**config.mk**
```make
export PLATFORM = sky130hd
export DESIGN_NAME = seg_adder_seq
export DESIGN_NICKNAME = d
export VERILOG_FILES = /design/src/rtl/seg_adder_seq.sv
export SDC_FILE = /design/constraint.sdc
export NUM_CORES = 1
export LEC_CHECK = 0
export ABC_AREA = 1
export CAP_MARGIN = 20
export CORE_MARGIN = 4
export CORE_UTILIZATION = 40
export DETAILED_ROUTE_END_ITERATION = 12
export SLEW_MARGIN = 20
export SYNTH_ARGS = -nofsm -noshare
export SYNTH_HDL_FRONTEND = slang
export SYNTH_SLANG_ARGS = --single-unit
```
**constraint.sdc**
```tcl
create_clock -name clk -period 3.55 [get_ports clk]
set_input_delay 0.71 -clock clk [delete_from_list [all_inputs] [get_ports clk]]
set_output_delay 0.71 -clock clk [all_outputs]
set_load 0.02 [all_outputs]
```
**src/rtl/seg_adder_seq.sv**
```systemverilog
// Multi-cycle segmented adder/subtractor: one SEG-bit adder reused NSEG times,
// low segment first, with the inter-segment carry held in a register.
module seg_adder_seq #(
  parameter int WIDTH = 32,
  parameter int SEG   = 16
) (
  input  logic             clk,
  input  logic             resetn,
  input  logic             in_valid,
  output logic             in_ready,
  input  logic [WIDTH-1:0] a,
  input  logic [WIDTH-1:0] b,
  input  logic             sub,
  input  logic             cin,
  output logic             out_valid,
  input  logic             out_ready,
  output logic [WIDTH-1:0] sum,
  output logic             cout,
  output logic             ovf
);

  localparam int NSEG = WIDTH / SEG;
  localparam int IDXW = (NSEG > 1) ? $clog2(NSEG) : 1;

  typedef enum logic [1:0] {IDLE, RUN, DONE} state_t;

  state_t          state;
  state_t          state_next;
  logic [IDXW-1:0] idx;
  logic            carry;
  logic [WIDTH-1:0] a_q;
  logic [WIDTH-1:0] b_q;

  logic [SEG-1:0]  seg_a;
  logic [SEG-1:0]  seg_b;
  logic [SEG-1:0]  seg_s;
  logic [SEG:0]    seg_full;
  logic            seg_c;
  logic            seg_msb_cin;
  logic            last_seg;

  assign seg_a       = a_q[idx*SEG +: SEG];
  assign seg_b       = b_q[idx*SEG +: SEG];
  assign seg_full    = {1'b0, seg_a} + {1'b0, seg_b} + {{SEG{1'b0}}, carry};
  assign seg_s       = seg_full[SEG-1:0];
  assign seg_c       = seg_full[SEG];
  // Carry into the segment MSB recovered from the MSB sum bit and its operands.
  assign seg_msb_cin = seg_a[SEG-1] ^ seg_b[SEG-1] ^ seg_s[SEG-1];
  assign last_seg    = (idx == IDXW'(NSEG - 1));

  assign in_ready  = (state == IDLE);
  assign out_valid = (state == DONE);

  always_ff @(posedge clk) begin
    if (!resetn) state <= IDLE;
    else         state <= state_next;
  end

  always_comb begin
    state_next = state;
    case (state)
      IDLE:    if (in_valid)  state_next = RUN;
      RUN:     if (last_seg)  state_next = DONE;
      DONE:    if (out_ready) state_next = IDLE;
      default: state_next = IDLE;
    endcase
  end

  // Index wraps to zero on the last segment so it never addresses past WIDTH.
  always_ff @(posedge clk) begin
    if (!resetn) begin
      idx   <= '0;
      carry <= 1'b0;
      a_q   <= '0;
      b_q   <= '0;
      sum   <= '0;
      cout  <= 1'b0;
      ovf   <= 1'b0;
    end else begin
      case (state)
        IDLE: begin
          if (in_valid) begin
            a_q   <= a;
            b_q   <= b ^ {WIDTH{sub}};
            carry <= cin;
            idx   <= '0;
          end
        end
        RUN: begin
          sum[idx*SEG +: SEG] <= seg_s;
          carry <= seg_c;
          if (last_seg) begin
            idx  <= '0;
            cout <= seg_c;
            ovf  <= seg_msb_cin ^ seg_c;
          end else begin
            idx <= idx + IDXW'(1);
          end
        end
        default: ;
      endcase
    end
  end

endmodule

```
* Word-level counts from Yosys, hierarchy flattened *
Cells that the tools add are included.

word-level totals
  register bits after elaboration = 102
  bits of input ports = 70
  logic and storage cells = 41

cells by class
  add/sub/neg operators = 4
  equal/unequal tests = 5
  shift operators = 4
  muxes and demuxes = 10
  bitwise gates (word level) = 4
  reductions and logical operators = 6

operators by type and width
  kind                        number
  $shiftx A32 B6 Y16          2
  $neg A5 Y34                 1
  $shift A16 B34 Y32 const A  1
  $shiftx A16 B34 Y32         1
  $bwmux W32                  1
  $xor A32 B32 Y32            1
  $add A16 B16 Y17            1
  $add A17 B1 Y17             1
  $mux W2                     3
  $pmux W2 S3                 1
  $reduce_and A2 Y1           3
  $ne A2 B2 Y1 const B        2
  $pmux W1 S2                 2
  $mux W1                     3
  $reduce_and A3 Y1           1
  $xor A1 B1 Y1               3
  $eq A2 B1 Y1 const B        1
  $eq A2 B2 Y1 const B        1
  $logic_not A2 Y1            1
  $ne A2 B1 Y1 const B        1
  $reduce_bool A2 Y1          1
  $add A1 B1 Y1 const B       1

* Depth between registers and ports, before layout *
  word-level depth = 5
  mapped depth = 19
  gate-level depth less buffers = 17

* Worst setup path before layout *
OpenSTA, ideal clock, no wires.

  path type = flip-flop to flip-flop
  from = register idx
  to = register sum[22]
  arrival time = 2.380 ns
  required time = 3.434 ns
  slack = 1.054 ns
  cell stages (with the launch flop) = 16
  clock period less this slack = 2.496 ns
  cells stage by stage = dfxtp_1 -> buf_4 -> clkbuf_1 -> buf_2 -> nand2_1 -> nand2_1 -> fa_1 -> fa_1 -> nand2_1 -> nand2_1 -> nand3b_1 -> nand2_2 -> xnor2_1 -> nand2_1 -> o211ai_1 -> inv_1

on the way
  cells in the longest elaborated chain, start to end = 5
  elaborated cells on any way between the ends = 8
  those cells by class = add/sub (3); shift (4); mux (1)

RTL lines
  what                                   line    source
  start, declared                        29      logic [IDXW-1:0] idx;
  start signal, assigned                 97      idx <= idx + IDXW'(1);
  $shiftx A32 B6 Y16 (on tied branches)  42, 43
  $add A16 B16 Y17                       44      assign seg_full = {1'b0, seg_a} + {1'b0, seg_b} + {{SEG{1'b0}}, carry};
  $add A17 B1 Y17                        44
  $shiftx A16 B34 Y32                    90      sum[idx*SEG +: SEG] <= seg_s;
  $bwmux W32 *                           90
  end signal, assigned by index          90
  end, declared                          17      output logic [WIDTH-1:0] sum,

Mark *: on every way between the ends. The rest lies on a longest branch, timed or not.
A chain may end at the register's enable or synchronous reset.

* Worst setup path after layout *
  from = register idx
  to = register ovf

on the way
  cells in the longest elaborated chain, start to end = 5
  elaborated cells on any way between the ends = 8
  those cells by class = add/sub (2); shift (2); bitwise (3); reduce/logical (1)

RTL lines
  what                                   line    source
  $shiftx A32 B6 Y16 (on tied branches)  42, 43
  $add A16 B16 Y17                       44
  $add A17 B1 Y17                        44
  $xor A1 B1 Y1                          48      assign seg_msb_cin = seg_a[SEG-1] ^ seg_b[SEG-1] ^ seg_s[SEG-1];
  $xor A1 B1 Y1                          95      ovf <= seg_msb_cin ^ seg_c;
  end signal, assigned                   95
  end, declared                          19      output logic ovf

Parallel ways exist; a longest one is shown, timed or not.

==> out/results.txt <==
Synth Area in XOR/XNOR -> 6.28%
I/O pin cnt -> 106
Syn nets -> 828
Outcome -> finished, final reports clean
Post-Synth Simple-Gate Area -> 23.6%
CTS Buffer Depth -> 2
Vias in the first global route -> 4549
Main combinational cell family by area after synthesis -> simple AND/OR/NAND/NOR gates
Drt drc -> 0
Via density -> 4.69
Hold_buf cts -> 0
Clock skew -> 0.00811 ns
Die area -> 0.0151 mm²
Ranking of synthesized cells by area -> dfxtp_1, nand2_1, o21ai_0, nor2_1, inv_1
CP Class -> reg -> reg
Pre-Repair DR Iteration Count -> 5
Post-route insts no fill -> 1000
Adder-cell share of the synthesized area -> 4.30%
Grt ovf -> 0
Leading area contributor after synthesis -> dfxtp_1
RePlAce Congestion -> 0.882
Clock transition at path regs -> 0.06 ns
Die width -> 123 µm
WHS -> 0.444 ns
Compound-cell area share of the yosys netlist -> 17.4%
Slew Viols, Final -> 0
Setup_tns -> 0 ns
Core area -> 0.0128 mm²
Layout cells sized above 1 -> 6.64%
CP arrival -> 2.96 ns
Initial Utilization -> 41.5%
Crit path max fanout -> 24
Initial antenna violation count -> 0
Final count of hold timing violations -> 0
Multiplexer share of the synthesized area -> 0%
Post-cts gate resize count -> 0
Power per Cell Area -> 456 mW/mm²
WL final -> 13300 µm
Max IR drop VDD -> 0.206 mV
Fin worst setup slack -> 0.835 ns
Synth cell types -> 33
P&R area growth vs syn -> 26.5%
CTS tree -> yes
Vias -> 4687
F_max -> 368 MHz
Dpl cells -> 985
Die Y -> 123 µm
Skew-Pair Late Insertion Delay -> 0.35 ns
Detailed-placement wirelength estimate -> 10400 µm
WL per Instance -> 13.3 µm
Worst relative slew slack -> 38.4%
Leak -> 2.99 nW
Clk root buf -> clkbuf_16
Period minus WS final -> 2.71 ns
CTS Buf Count -> 9
Initial DRC count -> 233
WHS Path Cells -> 2
Setup violations, final -> 0
Number of nets with antenna violations after routing -> 0
Setup crit end kind -> register
#FFs+latches synth -> 102
Cells after Synth -> 741
Final worst path period share -> 76.5%
Max-cap violations -> 0
Setup WS pre-CTS -> 0.881 ns
Critical Path RT -> 3.80 ns
Largest net degree at the start of global routing -> 66
Port bufs -> 105
Total setup buffers inserted after CTS -> 0
Post-synthesis cell area -> 0.00530 mm²
Cell Rows -> 41
CTS H-tree lvls -> 3
Register area share after synthesis -> 38.6%
Unrepaired setup endpoints after global routing -> false
N_diodes -> 0
GRT Total Usage -> 18.5%
Flop-to-flop setup slack -> 0.84 ns
FF-to-FF path depth -> 13
Syn_area_per_cell -> 7.15 µm²
TritonCTS Sinks -> 102
Syn. warnings -> 0
Nets -> 911
First-pass GRT wire length -> 22000 µm
Startpoint class of the critical path -> register
Worst min path class -> reg -> reg
Worst-margin pin slew -> 0.924 ns
Area share of the largest cell type after synthesis -> 38.6%
## cell usage after synthesis (all sizes together)
cell / count
o21bai: 10
xnor2: 19
a21oi: 31
a211oi: 16
nor2: 107
o21ai: 78
inv: 82
nand3b: 1
ha: 15
buf: 24
clkbuf: 17
nand3: 32
or2: 1
a31oi: 1
dfxtp: 102
nand2: 160
o21a: 15
and3: 1
xor2: 19
o211ai: 5
nor3: 2
fa: 2
a21boi: 1
## worst max-delay path: stages, from the launching register on
cell	delay, ns
dfxtp_1	0.66
buf_4	0.34
o21ai_0	0.24
ha_1	0.48
nand2_2	0.10
nor2_1	0.17
and3_1	0.19
nand2_2	0.05
nand2_2	0.11
inv_2	0.05
nand2_2	0.05
nand3_1	0.06
nand2_1	0.07
inv_1	0.03
## final timing paths
path / start / endpoint
max: idx$_SDFFE_PN0P_ / ovf$_SDFFE_PN0P_
min: b_q[9]$_SDFFE_PN0P_ / b_q[9]$_SDFFE_PN0P_
max reg2reg: idx$_SDFFE_PN0P_ / ovf$_SDFFE_PN0P_
min reg2reg: b_q[9]$_SDFFE_PN0P_ / b_q[9]$_SDFFE_PN0P_
## power by group
group	internal (mW)	switching, mW	leakage [nW]	total, mW
Sequential	1.25	0.0551	0.841	1.30
Combinational	0.314	0.441	2.00	0.755
Clock	0.581	0.416	0.149	0.997
## layer usage
| metal | track usage, % | wire length (µm) | up-vias |
|---|---|---|---|
| met5 | 0 | 0 | - |
| met2 | 29.2 | 6010 | 99 |
| met4 | 7.96 | 331 | 0 |
| met3 | 3.48 | 705 | 20 |
| li1 | - | - | 2521 |
| met1 | 24.7 | 6240 | 2047 |
## stage by stage
step | area [µm²] | power [mW] | util (%)
4_1_cts | 6700 | 3.09 | 52.4
5_1_grt | 6700 | 3.24 | 52.4
2_1_floorplan | 5300 | 1.82 | -
6_report | 6700 | 3.05 | 52.4
3_5_place_dp | 6400 | 2.09 | 50.1
3_3_place_gp | 6400 | 2.08 | 50.1
## kinds of logic after synthesis
kind of cell    count (synthesis)
buf+inv                       123
xor+xnor                       38
compound gates                157
simple gates                  304
fa+ha+maj                      17
flops                         102
## flip-flops by register name, summed over array words and instances, names as in the netlist
| register | flops |
|---|---|
| state | 2 |
| ovf | 1 |
| cout | 1 |
| a_q | 32 |
| carry | 1 |
| idx | 1 |
| sum | 32 |
| b_q | 32 |
## layout make-up
class	instances	area, µm²
inverter	82	308
timing repair buffer	113	1100
clock buffer	12	256
sequential	102	2040
fill	1283	6080
clock inverter	3	43.8
tap	172	215
multi-input combinational	516	2730
## cell usage in the layout (no fill, tap or decap), types with 16 or more instances in the layout
master,n
nand3_1,30
clkdlybuf4s50_1,103
nand2_1,149
a211oi_1,16
a21oi_1,28
dfxtp_1,102
xor2_1,19
o21ai_0,78
inv_1,73
nor2_1,103
xnor2_1,19
Note: power is estimated with default switching activity, not from simulation.
